$ cat src/rtl/reg_ctrl_sequencer_pkg.sv
// Shared types for the register-file control sequencer: opcodes, FSM states,
// ALU function encodings and the EXEC strobe bundle.
package reg_ctrl_sequencer_pkg;

  typedef enum logic [3:0] {
    OpNop  = 4'h0,
    OpGet  = 4'h1,
    OpPut  = 4'h2,
    OpLdi  = 4'h3,
    OpAdd  = 4'h4,
    OpSub  = 4'h5,
    OpAnd  = 4'h6,
    OpOr   = 4'h7,
    OpXor  = 4'h8,
    OpHalt = 4'hF
  } opcode_e;

  typedef enum logic [2:0] {
    StIdle,
    StFetch,
    StFetchImm,
    StExec,
    StHalted
  } state_e;

  localparam logic [2:0] ALU_ADD = 3'd0;
  localparam logic [2:0] ALU_SUB = 3'd1;
  localparam logic [2:0] ALU_AND = 3'd2;
  localparam logic [2:0] ALU_OR  = 3'd3;
  localparam logic [2:0] ALU_XOR = 3'd4;

  // Everything the EXEC cycle needs to know about the latched opcode.
  typedef struct packed {
    logic       acc_we;
    logic       get;
    logic       put;
    logic       rd_oe;
    logic       status_we;
    logic [2:0] alu_op;
    logic       alu_oe;
    logic       imm_oe;
    logic       illegal;
    logic       halt;
  } exec_ctrl_t;

endpackage

$ cat src/rtl/reg_ctrl_sequencer_if.sv
// Instruction-fetch handshake plus register-file/ALU control bus.
interface reg_ctrl_sequencer_if #(
  parameter int unsigned DATA_W         = 8,
  parameter int unsigned I_ADDR_WIDTH   = 12,
  parameter int unsigned REG_ADDR_WIDTH = 4
);
  logic                      instr_req;
  logic [I_ADDR_WIDTH-1:0]   instr_addr;
  logic                      instr_ack;
  logic [DATA_W-1:0]         instr_data;

  logic [REG_ADDR_WIDTH-1:0] reg_addr;
  logic                      acc_write_enable;
  logic                      read_get_to_acc;
  logic                      write_put_acc;
  logic                      read_data_output_enable;
  logic                      status_write_enable;
  logic [2:0]                alu_op;
  logic                      alu_result_oe;
  logic                      imm_oe;
  logic [DATA_W-1:0]         imm;

  // Sequencer side.
  modport master (
    output instr_req, instr_addr,
    input  instr_ack, instr_data,
    output reg_addr, acc_write_enable, read_get_to_acc, write_put_acc,
    output read_data_output_enable, status_write_enable, alu_op, alu_result_oe,
    output imm_oe, imm
  );

  // Instruction memory / register file side.
  modport slave (
    input  instr_req, instr_addr,
    output instr_ack, instr_data,
    input  reg_addr, acc_write_enable, read_get_to_acc, write_put_acc,
    input  read_data_output_enable, status_write_enable, alu_op, alu_result_oe,
    input  imm_oe, imm
  );
endinterface

$ cat src/rtl/reg_ctrl_sequencer_decoder.sv
// Combinational map from a latched opcode to its EXEC strobe bundle.
module reg_ctrl_sequencer_decoder
  import reg_ctrl_sequencer_pkg::*;
(
  input  logic [3:0] i_opcode,
  output exec_ctrl_t o_ctrl
);

  // Decode opcode; undefined codes only raise the illegal flag.
  always_comb begin
    o_ctrl = '0;
    case (i_opcode)
      OpNop: ;
      OpGet: begin
        o_ctrl.get    = 1'b1;
        o_ctrl.acc_we = 1'b1;
      end
      OpPut: o_ctrl.put = 1'b1;
      OpLdi: begin
        o_ctrl.imm_oe = 1'b1;
        o_ctrl.acc_we = 1'b1;
      end
      OpAdd, OpSub, OpAnd, OpOr, OpXor: begin
        o_ctrl.rd_oe     = 1'b1;
        o_ctrl.alu_oe    = 1'b1;
        o_ctrl.acc_we    = 1'b1;
        o_ctrl.status_we = 1'b1;
        case (i_opcode)
          OpSub:   o_ctrl.alu_op = ALU_SUB;
          OpAnd:   o_ctrl.alu_op = ALU_AND;
          OpOr:    o_ctrl.alu_op = ALU_OR;
          OpXor:   o_ctrl.alu_op = ALU_XOR;
          default: o_ctrl.alu_op = ALU_ADD;
        endcase
      end
      OpHalt:  o_ctrl.halt    = 1'b1;
      default: o_ctrl.illegal = 1'b1;
    endcase
  end

endmodule

$ cat src/rtl/reg_ctrl_sequencer.sv
// Fetch/execute sequencer: fetches instruction bytes over req/ack, then issues
// one EXEC cycle of register-file control strobes per instruction.
module reg_ctrl_sequencer
  import reg_ctrl_sequencer_pkg::*;
#(
  parameter int unsigned DATA_W         = 8,
  parameter int unsigned I_ADDR_WIDTH   = 12,
  parameter int unsigned REG_ADDR_WIDTH = 4
) (
  input  logic                 clk,
  input  logic                 reset_n,
  input  logic                 run,
  reg_ctrl_sequencer_if.master bus,
  output logic                 halted,
  output logic                 illegal_instr
);

  state_e                  r_state, w_state_next;
  logic [I_ADDR_WIDTH-1:0] r_pc, w_pc_next;
  logic [DATA_W-1:0]       r_instr, w_instr_next;
  logic [DATA_W-1:0]       r_imm, w_imm_next;
  exec_ctrl_t              w_ctrl;

  reg_ctrl_sequencer_decoder u_decoder (
    .i_opcode (r_instr[7:4]),
    .o_ctrl   (w_ctrl)
  );

  assign bus.instr_addr = r_pc;
  assign bus.imm        = r_imm;

  // State, pc and latched instruction/immediate registers.
  always_ff @(posedge clk or negedge reset_n) begin
    if (!reset_n) begin
      r_state <= StIdle;
      r_pc    <= '0;
      r_instr <= '0;
      r_imm   <= '0;
    end else begin
      r_state <= w_state_next;
      r_pc    <= w_pc_next;
      r_instr <= w_instr_next;
      r_imm   <= w_imm_next;
    end
  end

  // Next-state logic and all strobes; strobes only leave zero during EXEC.
  always_comb begin
    w_state_next                = r_state;
    w_pc_next                   = r_pc;
    w_instr_next                = r_instr;
    w_imm_next                  = r_imm;
    bus.instr_req               = 1'b0;
    bus.reg_addr                = '0;
    bus.acc_write_enable        = 1'b0;
    bus.read_get_to_acc         = 1'b0;
    bus.write_put_acc           = 1'b0;
    bus.read_data_output_enable = 1'b0;
    bus.status_write_enable     = 1'b0;
    bus.alu_op                  = '0;
    bus.alu_result_oe           = 1'b0;
    bus.imm_oe                  = 1'b0;
    halted                      = 1'b0;
    illegal_instr               = 1'b0;

    unique case (r_state)
      StIdle: begin
        if (run) w_state_next = StFetch;
      end
      StFetch: begin
        bus.instr_req = 1'b1;
        if (bus.instr_ack) begin
          w_instr_next = bus.instr_data;
          w_pc_next    = r_pc + I_ADDR_WIDTH'(1);
          w_state_next = (bus.instr_data[7:4] == OpLdi) ? StFetchImm : StExec;
        end
      end
      StFetchImm: begin
        bus.instr_req = 1'b1;
        if (bus.instr_ack) begin
          w_imm_next   = bus.instr_data;
          w_pc_next    = r_pc + I_ADDR_WIDTH'(1);
          w_state_next = StExec;
        end
      end
      StExec: begin
        bus.reg_addr                = REG_ADDR_WIDTH'(r_instr[3:0]);
        bus.acc_write_enable        = w_ctrl.acc_we;
        bus.read_get_to_acc         = w_ctrl.get;
        bus.write_put_acc           = w_ctrl.put;
        bus.read_data_output_enable = w_ctrl.rd_oe;
        bus.status_write_enable     = w_ctrl.status_we;
        bus.alu_op                  = w_ctrl.alu_op;
        bus.alu_result_oe           = w_ctrl.alu_oe;
        bus.imm_oe                  = w_ctrl.imm_oe;
        illegal_instr               = w_ctrl.illegal;
        if (w_ctrl.halt)  w_state_next = StHalted;
        else if (run)     w_state_next = StFetch;
        else              w_state_next = StIdle;
      end
      StHalted: begin
        // Sticky until reset.
        halted = 1'b1;
      end
      default: w_state_next = StIdle;
    endcase
  end

endmodule

$ cat src/flat_wrapper.sv
// flat-port wrapper written by rule: the top's interface ports become plain ports
module reg_ctrl_sequencer_flat import reg_ctrl_sequencer_pkg::*;
#(
  parameter int unsigned DATA_W         = 8,
  parameter int unsigned I_ADDR_WIDTH   = 12,
  parameter int unsigned REG_ADDR_WIDTH = 4
)
  (clk, reset_n, run, halted, illegal_instr, bus_instr_req, bus_instr_addr, bus_instr_ack, bus_instr_data, bus_reg_addr, bus_acc_write_enable, bus_read_get_to_acc, bus_write_put_acc, bus_read_data_output_enable, bus_status_write_enable, bus_alu_op, bus_alu_result_oe, bus_imm_oe, bus_imm);
  reg_ctrl_sequencer_if #(.DATA_W(DATA_W), .I_ADDR_WIDTH(I_ADDR_WIDTH), .REG_ADDR_WIDTH(REG_ADDR_WIDTH)) bus_i ();
  input  logic clk;
  input  logic reset_n;
  input  logic run;
  output logic halted;
  output logic illegal_instr;
  output wire logic [$bits(bus_i.instr_req)-1:0] bus_instr_req;
  output wire logic [$bits(bus_i.instr_addr)-1:0] bus_instr_addr;
  input wire logic [$bits(bus_i.instr_ack)-1:0] bus_instr_ack;
  input wire logic [$bits(bus_i.instr_data)-1:0] bus_instr_data;
  output wire logic [$bits(bus_i.reg_addr)-1:0] bus_reg_addr;
  output wire logic [$bits(bus_i.acc_write_enable)-1:0] bus_acc_write_enable;
  output wire logic [$bits(bus_i.read_get_to_acc)-1:0] bus_read_get_to_acc;
  output wire logic [$bits(bus_i.write_put_acc)-1:0] bus_write_put_acc;
  output wire logic [$bits(bus_i.read_data_output_enable)-1:0] bus_read_data_output_enable;
  output wire logic [$bits(bus_i.status_write_enable)-1:0] bus_status_write_enable;
  output wire logic [$bits(bus_i.alu_op)-1:0] bus_alu_op;
  output wire logic [$bits(bus_i.alu_result_oe)-1:0] bus_alu_result_oe;
  output wire logic [$bits(bus_i.imm_oe)-1:0] bus_imm_oe;
  output wire logic [$bits(bus_i.imm)-1:0] bus_imm;
  assign bus_instr_req = bus_i.instr_req;
  assign bus_instr_addr = bus_i.instr_addr;
  assign bus_i.instr_ack = bus_instr_ack;
  assign bus_i.instr_data = bus_instr_data;
  assign bus_reg_addr = bus_i.reg_addr;
  assign bus_acc_write_enable = bus_i.acc_write_enable;
  assign bus_read_get_to_acc = bus_i.read_get_to_acc;
  assign bus_write_put_acc = bus_i.write_put_acc;
  assign bus_read_data_output_enable = bus_i.read_data_output_enable;
  assign bus_status_write_enable = bus_i.status_write_enable;
  assign bus_alu_op = bus_i.alu_op;
  assign bus_alu_result_oe = bus_i.alu_result_oe;
  assign bus_imm_oe = bus_i.imm_oe;
  assign bus_imm = bus_i.imm;
  reg_ctrl_sequencer #(.DATA_W(DATA_W), .I_ADDR_WIDTH(I_ADDR_WIDTH), .REG_ADDR_WIDTH(REG_ADDR_WIDTH)) u_core (.clk(clk), .reset_n(reset_n), .run(run), .bus(bus_i), .halted(halted), .illegal_instr(illegal_instr));
endmodule
$ cat config.mk
export PLATFORM = sky130hd
export DESIGN_NAME = reg_ctrl_sequencer_flat
export DESIGN_NICKNAME = d
export VERILOG_FILES = /design/src/rtl/reg_ctrl_sequencer_pkg.sv /design/src/rtl/reg_ctrl_sequencer_if.sv /design/src/rtl/reg_ctrl_sequencer_decoder.sv /design/src/rtl/reg_ctrl_sequencer.sv /design/src/flat_wrapper.sv
export SDC_FILE = /design/constraint.sdc
export NUM_CORES = 1
export LEC_CHECK = 0
export ABC_AREA = 0
export ABC_CLOCK_PERIOD_IN_PS = 1850
export CELL_PAD_IN_SITES_DETAIL_PLACEMENT = 2
export CELL_PAD_IN_SITES_GLOBAL_PLACEMENT = 2
export CORE_UTILIZATION = 28
export CTS_CLUSTER_SIZE = 28
export DETAILED_ROUTE_END_ITERATION = 8
export GPL_TIMING_DRIVEN = 1
export HOLD_SLACK_MARGIN = 0.1
export PLACE_DENSITY_LB_ADDON = 0.1
export SLEW_MARGIN = 20
export SYNTH_ARGS = -nofsm -noshare
export SYNTH_HDL_FRONTEND = slang
export SYNTH_SLANG_ARGS = --single-unit
$ cat constraint.sdc
create_clock -name clk -period 1.85 [get_ports clk]
set_clock_uncertainty 0.15 [all_clocks]
set_input_delay 0.2775 -clock clk [delete_from_list [all_inputs] [get_ports clk]]
set_output_delay 0.2775 -clock clk [all_outputs]
set_load 0.03 [all_outputs]
Word level (Yosys, flattened, before mapping)
Cells that the tools add are included.
- $add $sub $neg: 1
- mux-type cells: 27
- equal/unequal tests: 17
- bitwise gates (word level): 1
- reduce and logical (&&, ||, !) cells: 10
- operators by type and width (kind ; count):
    1-bit two-way mux ; 18
    4-bit by 3-bit equality test with 1-bit output (second input constant) ; 4
    3-bit two-way mux ; 5
    3-bit case mux with 5 select lines ; 1
    12-bit by 1-bit adder with 12-bit output (second input constant) ; 1
    4-bit by 2-bit equality test with 1-bit output (second input constant) ; 3
    3-bit case mux with 4 select lines ; 1
    10-bit OR reduction ; 1
    4-bit equality test (second input constant) ; 2
    7-bit OR reduction ; 1
    3-bit by 2-bit equality test with 1-bit output (second input constant) ; 2
    6-bit two-way mux ; 1
    2-bit != test (second input constant) ; 3
    2-bit AND reduction ; 3
    5-bit OR reduction ; 1
    4-bit by 1-bit equality test with 1-bit output (second input constant) ; 1
    4-bit zero test ; 1
    4-bit two-way mux ; 1
    4-bit AND reduction ; 1
    3-bit by 1-bit equality test with 1-bit output (second input constant) ; 1
    3-bit equality test (second input constant) ; 1
    3-bit zero test ; 1
    2-bit OR reduction ; 1
    1-bit inverter ; 1
- bits of input ports: 12
- word-level logic and storage cells: 60
- register bits after elaboration: 31
- output and inout port bits: 37

Logic depth before layout (Yosys ltp)
Gate-level depths: netlist (run 1).
- depth after elaboration: 4
- depth in mapped cells: 6
- gate-level depth less buffers: 4

Cells and area by module
A second synthesis (run 1) with hierarchy kept.
- cell total of the unflattened synthesis: 135
- area, all modules: 1616.6 sq um
- by module, submodules not included (module ; cells each ; area each (sq um) ; times used ; seq. area each (sq um)):
    reg_ctrl_sequencer ; 114 ; 1468.9 ; 1 ; 775.7
    reg_ctrl_sequencer_decoder ; 21 ; 147.6 ; 1 ; 0.0

Worst setup path before layout (run 1)
Ideal clock, no wire load.
- path type: register to output
- start: register u_core.r_state[1]
- end: output bus_read_data_output_enable
- stages on the path, launching flop included: 7
- setup slack: -0.358 ns
- data required time: 1.422 ns
- buffers on the path: 3
- data arrival time: 1.780 ns
- cell sequence: dfrtp_1 -> buf_6 -> nand2_1 -> or2_2 -> clkbuf_1 -> a21oi_1 -> buf_4
- longest elaborated chain between the ends: 2
- ends and longest elaborated chain (item ; line ; source):
    start: declaration ; reg_ctrl_sequencer.sv:18 ; state_e r_state, w_state_next;
    start signal: assignment ; reg_ctrl_sequencer.sv:35 ; r_state <= StIdle;
    start signal: assignment ; reg_ctrl_sequencer.sv:40 ; r_state <= w_state_next;
    3-bit by 2-bit equality test with 1-bit output ; reg_ctrl_sequencer.sv:66 ; unique case (r_state)
    1-bit two-way mux ; reg_ctrl_sequencer.sv:66 ;
    end: declaration ; flat_wrapper.sv:23 ; output wire logic [$bits(bus_i.read_data_output_enable)-1:0] bus_read_data_output_enable;
Every way passes these cells.

Worst setup path after layout (run 1)
- start: register u_core.r_instr[4]
- end: output bus_alu_result_oe
- longest elaborated chain between the ends: 4
- elaborated cells between the ends (all ways): 8
- classes of those cells: eq/ne (5); mux (2); reduce/logical (1)
- ends and longest elaborated chain (item ; line ; source):
    start: declaration ; reg_ctrl_sequencer.sv:20 ; logic [DATA_W-1:0] r_instr, w_instr_next;
    start signal: assignment ; reg_ctrl_sequencer.sv:42 ; r_instr <= w_instr_next;
    4-bit by 3-bit equality test with 1-bit output or 4-bit equality test (tied branches) ; reg_ctrl_sequencer_decoder.sv:12 ; case (i_opcode)
    5-bit OR reduction (*) ; reg_ctrl_sequencer_decoder.sv:12 ;
    6-bit two-way mux (*) ; reg_ctrl_sequencer_decoder.sv:12 ;
    1-bit two-way mux (*) ; reg_ctrl_sequencer.sv:66 ;
    end: declaration ; flat_wrapper.sv:26 ; output wire logic [$bits(bus_i.alu_result_oe)-1:0] bus_alu_result_oe;
Mark *: on every way between the ends. The rest lies on a longest branch, timed or not.

==> results of run 1 <==
-- final cells by class --
cell class	instances	area, um^2
clock buffers	6	72.6
clock inverters	1	30.0
fillers	530	2830
inverters	4	15.0
multi-input cells	91	743
flip-flops and latches	31	785
well taps	70	87.6
repair buffers	64	606
-- flip-flops by register name, summed over array words and instances (netlist names) --
| register | cells |
|---|---|
| u_core.bus.instr_addr | 12 |
| u_core.bus.imm | 8 |
| u_core.r_instr | 8 |
| u_core.r_state | 3 |
-- power by group --
| group | internal (mW) | switching (mW) |
|---|---|---|
| Combinational | 0.998 | 1.17 |
| Sequential | 0.969 | 0.267 |
| Clock | 0.394 | 0.251 |
-- path summary, 6_finish.rpt --
kind                                        endpoint  depth (start not counted)  slack, ps
max in group asynchronous          u_core.r_instr[4]                          2        970
min                         u_core.bus.instr_addr[1]                          2        250
min reg2reg                u_core.bus.instr_addr[11]                          1        320
max reg2reg                u_core.bus.instr_addr[10]                          5         90
max                                bus_alu_result_oe                          4        -20
min in group clk           u_core.bus.instr_addr[11]                          1        320
-- per-layer routing --
metal | track usage, % | part of all wire (%) | routed length [um] | vias up
met1 | 19.6 | 40 | 1710 | 649
met2 | 31.8 | 55 | 2390 | 28
met3 | 3.44 | 3.2 | 139 | 7
met4 | 6.79 | 1.5 | 65 | 0
li1 | - | - | - | 576
met5 | 0 | 0 | 0 | -
-- through the flow --
stage | instance area [um^2] | power [mW] | util [%] | cells
after detailed placement | 2120 | 3.26 | 41.0 | 255
final | 2340 | 4.05 | 45.2 | 267
after global routing | 2340 | 4.30 | 45.2 | 267
after CTS | 2280 | 4.02 | 44.0 | 267
after floorplan | 1530 | 2.47 | - | 131
after global placement | 2120 | 3.17 | 41.0 | 255
-- worst max-delay path, cell delays in order (launching register included) --
cell	delay, ps
dfrtp_2	450
nor2_4	140
nand3b_1	170
a21oi_4	240
buf_6	160
-- timing repair --
| item | 4_1_cts | 5_1_grt |
|---|---|---|
| buffers inserted | 5 | 0 |
| gates resized for setup | 12 | 17 |
| pin swaps | 3 | 3 |
| endpoints found under the setup margin | 19 | 18 |
-- cells in the final DEF (no fill, tap or decap), types with 3 or more instances in the layout --
cell type	n
mux2_2	16
inv_1	3
nor2_1	10
dlymetal6s2s_1	3
nand2b_1	3
clkdlybuf4s50_1	25
nand3_1	5
buf_4	26
a21oi_1	3
dlygate4sd2_1	3
nand2_1	9
xor2_1	5
buf_6	5
and2_1	4
dfrtp_1	24
dfrtp_2	7
xnor2_1	6
clkbuf_8	5
-- logic make-up (layout without fill, tap and decap cells) --
logic type / after synthesis / after routing / synth area share [%]
adder cells (fa/ha/maj): 1 / 1 / 0.824
AO/OA/AOI/OAI: 10 / 10 / 4.04
flip-flops: 31 / 31 / 51.1
multiplexers: 16 / 16 / 11.9
buffers and inverters: 9 / 75 / 3.71
AND/OR/NAND/NOR: 52 / 52 / 20.3
XOR/XNOR: 12 / 12 / 8.15
==> impl_metrics.json, run 1 <==
{
  "status": "finished, violations left",
  "violations": "setup timing",
  "yosys_warnings": 0,
  "worst_pin_slew_ps": 427,
  "ys_types": 36,
  "clock_latency_ps": 280,
  "chipWidth_um": 75.7,
  "period_needed_ps": 1870,
  "r2r_start": "u_core.r_state[0]",
  "antennaDiodeCount": 0,
  "routedWlPerCell_um": 16.1,
  "critPathLaunch": "u_core.r_instr[4]",
  "synth_top_area_share_pct": 51.1,
  "synth_top_area_cell": "dfrtp_1",
  "wl_um": 4300,
  "row_count": 26,
  "postCtsHoldBufs": 0,
  "drc": 0,
  "async_reset_ff_share_pct": 100,
  "antenna_found_initial": 0,
  "ys_top_cells_by_area": "dfrtp_1, mux2_2, xnor2_1, nor2_1, xor2_1",
  "drv_cap": 0,
  "timing.setup.tns_ps": -112,
  "synthCells": 131,
  "clk_pin_slew_ps": 60,
  "peakVddDrop_uv": 720,
  "nets": 210,
  "cp_max_fo": 4,
  "powerDensity_nw_per_um2": 1730,
  "design.die.area_um2": 5720,
  "yosysSeqAreaShare_pct": 51.1,
  "hold_viol_final": 0,
  "syn_nets": 144,
  "grt_usage_pct": 17.3,
  "path_class": "reg -> out",
  "worstSetupEndpointType": "primary output",
  "whs_ps": 249,
  "cts.sinks": 31,
  "drt-initial-drc-count": 51,
  "first_pass_iters": 4,
  "cp.required_ps": 1420,
  "cts_buffer_depth": 2,
  "rsz0062_at_grt": "yes",
  "ios": 49,
  "hold_class": "in -> async",
  "routabilityCongestion": 0.744,
  "slew_viol_final": 0,
  "setup_viol": 6,
  "drive_above_1_share_pct": 40.6,
  "htreeDepth": 2,
  "fin_crit_sh_pct": 101,
  "port_buffers": 48,
  "die_h_um": 75.7,
  "startpoint_type": "flop",
  "fmax_mhz": 533,
  "setup_ws_ps": -24.8,
  "grt_max_degree": 32,
  "cts_tree": "done",
  "design.core.area_um2": 5170,
  "grt_pass1_vias": 1422,
  "synth_flop_cell": "dfrtp_1",
  "hpwl_um": 3120,
  "synth_edf_count": 0,
  "gr-total-overflow": 0,
  "synth-seq-cells": 31,
  "relSlewSlack_pct": 71.5,
  "grt_pass1_wl_um": 7210,
  "initial_utilization_pct": 29.4,
  "cts_buffers": 5,
  "p_leak_nw": 1.03,
  "via_count": 1260,
  "synth_most_common_cell": "dfrtp_1",
  "area_growth_pct": 54.0,
  "crit_arrival_ps": 1450,
  "pre_cts_ws_ps": -150,
  "avgSynthCellArea_um2": 11.6,
  "synthTopCellsByCount": "dfrtp_1, mux2_2, nor2_1",
  "syn_area_um2": 1520,
  "drt-vias-per-instance": 4.72,
  "root_buffer": "clkbuf_8",
  "antenna_left": 0
}
Power figures use the tool's default switching activity.
==> run 2: changes to the inputs <==
--- a/config.mk
+++ b/config.mk
@@ -14,7 +14,7 @@
 export DETAILED_ROUTE_END_ITERATION = 8
 export GPL_TIMING_DRIVEN = 1
 export HOLD_SLACK_MARGIN = 0.1
-export PLACE_DENSITY_LB_ADDON = 0.1
+export PLACE_DENSITY = 0.83
 export SLEW_MARGIN = 20
 export SYNTH_ARGS = -nofsm -noshare
 export SYNTH_HDL_FRONTEND = slang
==> impl_metrics.json, run 2 (synthesis gave the netlist of run 1 again) <==
{
  "relSlewSlack_pct": 72.8,
  "cts_buffer_depth": 2,
  "cp.buffers_inverters": 2,
  "peakVddDrop_uv": 850,
  "worst_pin_slew_ps": 409,
  "antenna_found_initial": 0,
  "hpwl_um": 3320,
  "fill_cells": 519,
  "grt_max_degree": 32,
  "final_core_util_pct": 46.3,
  "grt_pass1_vias": 1447,
  "setup_viol": 7,
  "clock_latency_ps": 280,
  "grt_usage_pct": 17.9,
  "wl_um": 4710,
  "swShare_pct": 41.7,
  "cts_tree": "done",
  "drive_above_1_share_pct": 44.8,
  "design.die.area_um2": 5720,
  "r2r_start": "u_core.r_state[0]",
  "worstSetupEndpointType": "primary output",
  "antennaDiodeCount": 0,
  "p_comb_share_pct": 53.8,
  "cp.required_ps": 1420,
  "fin_crit_sh_pct": 103,
  "drc": 0,
  "routedWlPerCell_um": 17.3,
  "htreeDepth": 2,
  "clk_pin_slew_ps": 70,
  "p_sw_mw": 1.77,
  "slowest_delay_ps": 460,
  "final-seq-area_um2": 782,
  "final_cell_mix": "buf_4, dfrtp_1, clkdlybuf4s50_1",
  "grt_pass1_wl_um": 7330,
  "cp_max_fo": 6,
  "rsz0062_at_grt": "yes",
  "root_buffer": "clkbuf_8",
  "reg2regPathDepth": 5,
  "multi_input_area_um2": 757,
  "startpoint_type": "flop",
  "first_pass_iters": 4,
  "drt-initial-drc-count": 41,
  "final_common_cell": "buf_4",
  "status": "finished, violations left",
  "slowest_stage": "dfrtp_2",
  "area_growth_pct": 57.7,
  "hold_class": "in -> async",
  "pwr-share-seq_pct": 29.8,
  "p_leak_nw": 1.07,
  "drv_cap": 0,
  "power.internal_mw": 2.47,
  "row_count": 26,
  "cts.sinks": 31,
  "largest_reg_flops": 12,
  "path_class": "reg -> out",
  "initial_utilization_pct": 29.4,
  "critPathLaunch": "u_core.r_instr[6]",
  "gr-total-overflow": 0,
  "powerDensity_nw_per_um2": 1770,
  "clock_power_share_pct": 16.4,
  "antenna_left": 0,
  "cts_buffers": 5,
  "chipWidth_um": 75.7,
  "period_needed_ps": 1900,
  "fmax_mhz": 526,
  "cp_common_cell": "nor2_4",
  "routabilityCongestion": 0.751,
  "worstPathCellList": "nor2_4 -> nand3b_1 -> buf_4 -> nor2_4 -> buf_6",
  "cp.depth": 5,
  "postCtsHoldBufs": 0,
  "ios": 49,
  "violations": "setup timing",
  "hold_viol_final": 0,
  "via_count": 1275,
  "design.core.area_um2": 5170,
  "slew_viol_final": 0,
  "die_h_um": 75.7,
  "rrSetupSlack_ps": 70,
  "drt-vias-per-instance": 4.67,
  "total_power_mw": 4.24,
  "nets": 215,
  "critPathTopFamily": "flip-flops",
  "setup_ws_ps": -52.3,
  "crit_arrival_ps": 1470,
  "port_buffers": 48
}
run 2: cell count changes in the layout (fill, tap and decap cells not counted), moves of 2 or more:
cell / change
dfrtp_2: -2
nor2_1: -4
clkdlybuf4s50_1: -2
buf_4: +5
dfrtp_1: +2
nand2_2: +2
nor2_2: +3
nand2_1: -2
run 2: cell type report:
cell class	instances	share of cell area, %
Clock buffer	6	3.45
Clock inverter	2	1.46
Inverter	4	0.627
Multi-Input combinational cell	91	31.6
Sequential cell	31	32.7
Tap cell	70	3.66
Timing Repair Buffer	69	26.5
run 2: path summary, 6_finish.rpt:
kind,to
max,bus_alu_op[2]
max reg2reg,u_core.bus.instr_addr[5]
min,u_core.bus.imm[2]
min in group clk,u_core.bus.instr_addr[11]
max in group asynchronous,u_core.r_state[0]
min reg2reg,u_core.bus.instr_addr[11]
run 2: what timing repair did:
item | CTS | global route
gates resized for setup | 16 | 21
endpoints found under the setup margin | 20 | 17
gates cloned | 0 | 0
setup buffers | 6 | 5
hold endpoints to repair | 0 | 0
pin swaps | 1 | 4
run 2: worst reg2reg max path: cells and delay by family, from the launching register on:
kind | cells | cell delay [ps]
simple gates | 2 | 590
xor+xnor | 2 | 370
buf+inv | 1 | 180
flops | 1 | 410
run 2: through the flow:
stage | cell area (um^2) | hold WS, ps | TNS, ps | std cells | setup WS [ps]
2_1_floorplan | 1530 | -168 | -682 | 131 | -224
3_3_place_gp | 2090 | 322 | -1070 | 254 | -84.4
3_5_place_dp | 2090 | 324 | -1720 | 254 | -207
4_1_cts | 2280 | 244 | -235 | 268 | -48.3
5_1_grt | 2390 | 266 | -858 | 273 | -122
6_report | 2390 | 238 | -224 | 273 | -52.3
run 2: metal layers:
layer,part of all wire (%),wire length (um),up-vias,GRT usage [%]
li1,-,-,592,-
met5,0,0,-,0
met1,39,1850,642,20.2
met4,0.66,31,0,4.32
met3,3.7,174,3,4.23
met2,56,2660,38,33.8
run 2: power by group through the flow:
stage | clock (mW) | sequential (mW) | combinational, mW
detailed placement | 0 | 1.30 | 1.96
CTS | 0.712 | 1.25 | 2.14
finish | 0.694 | 1.26 | 2.28
global route | 0.734 | 1.31 | 2.45
global placement | 0 | 1.27 | 1.88
floorplan | 0 | 1.49 | 0.979
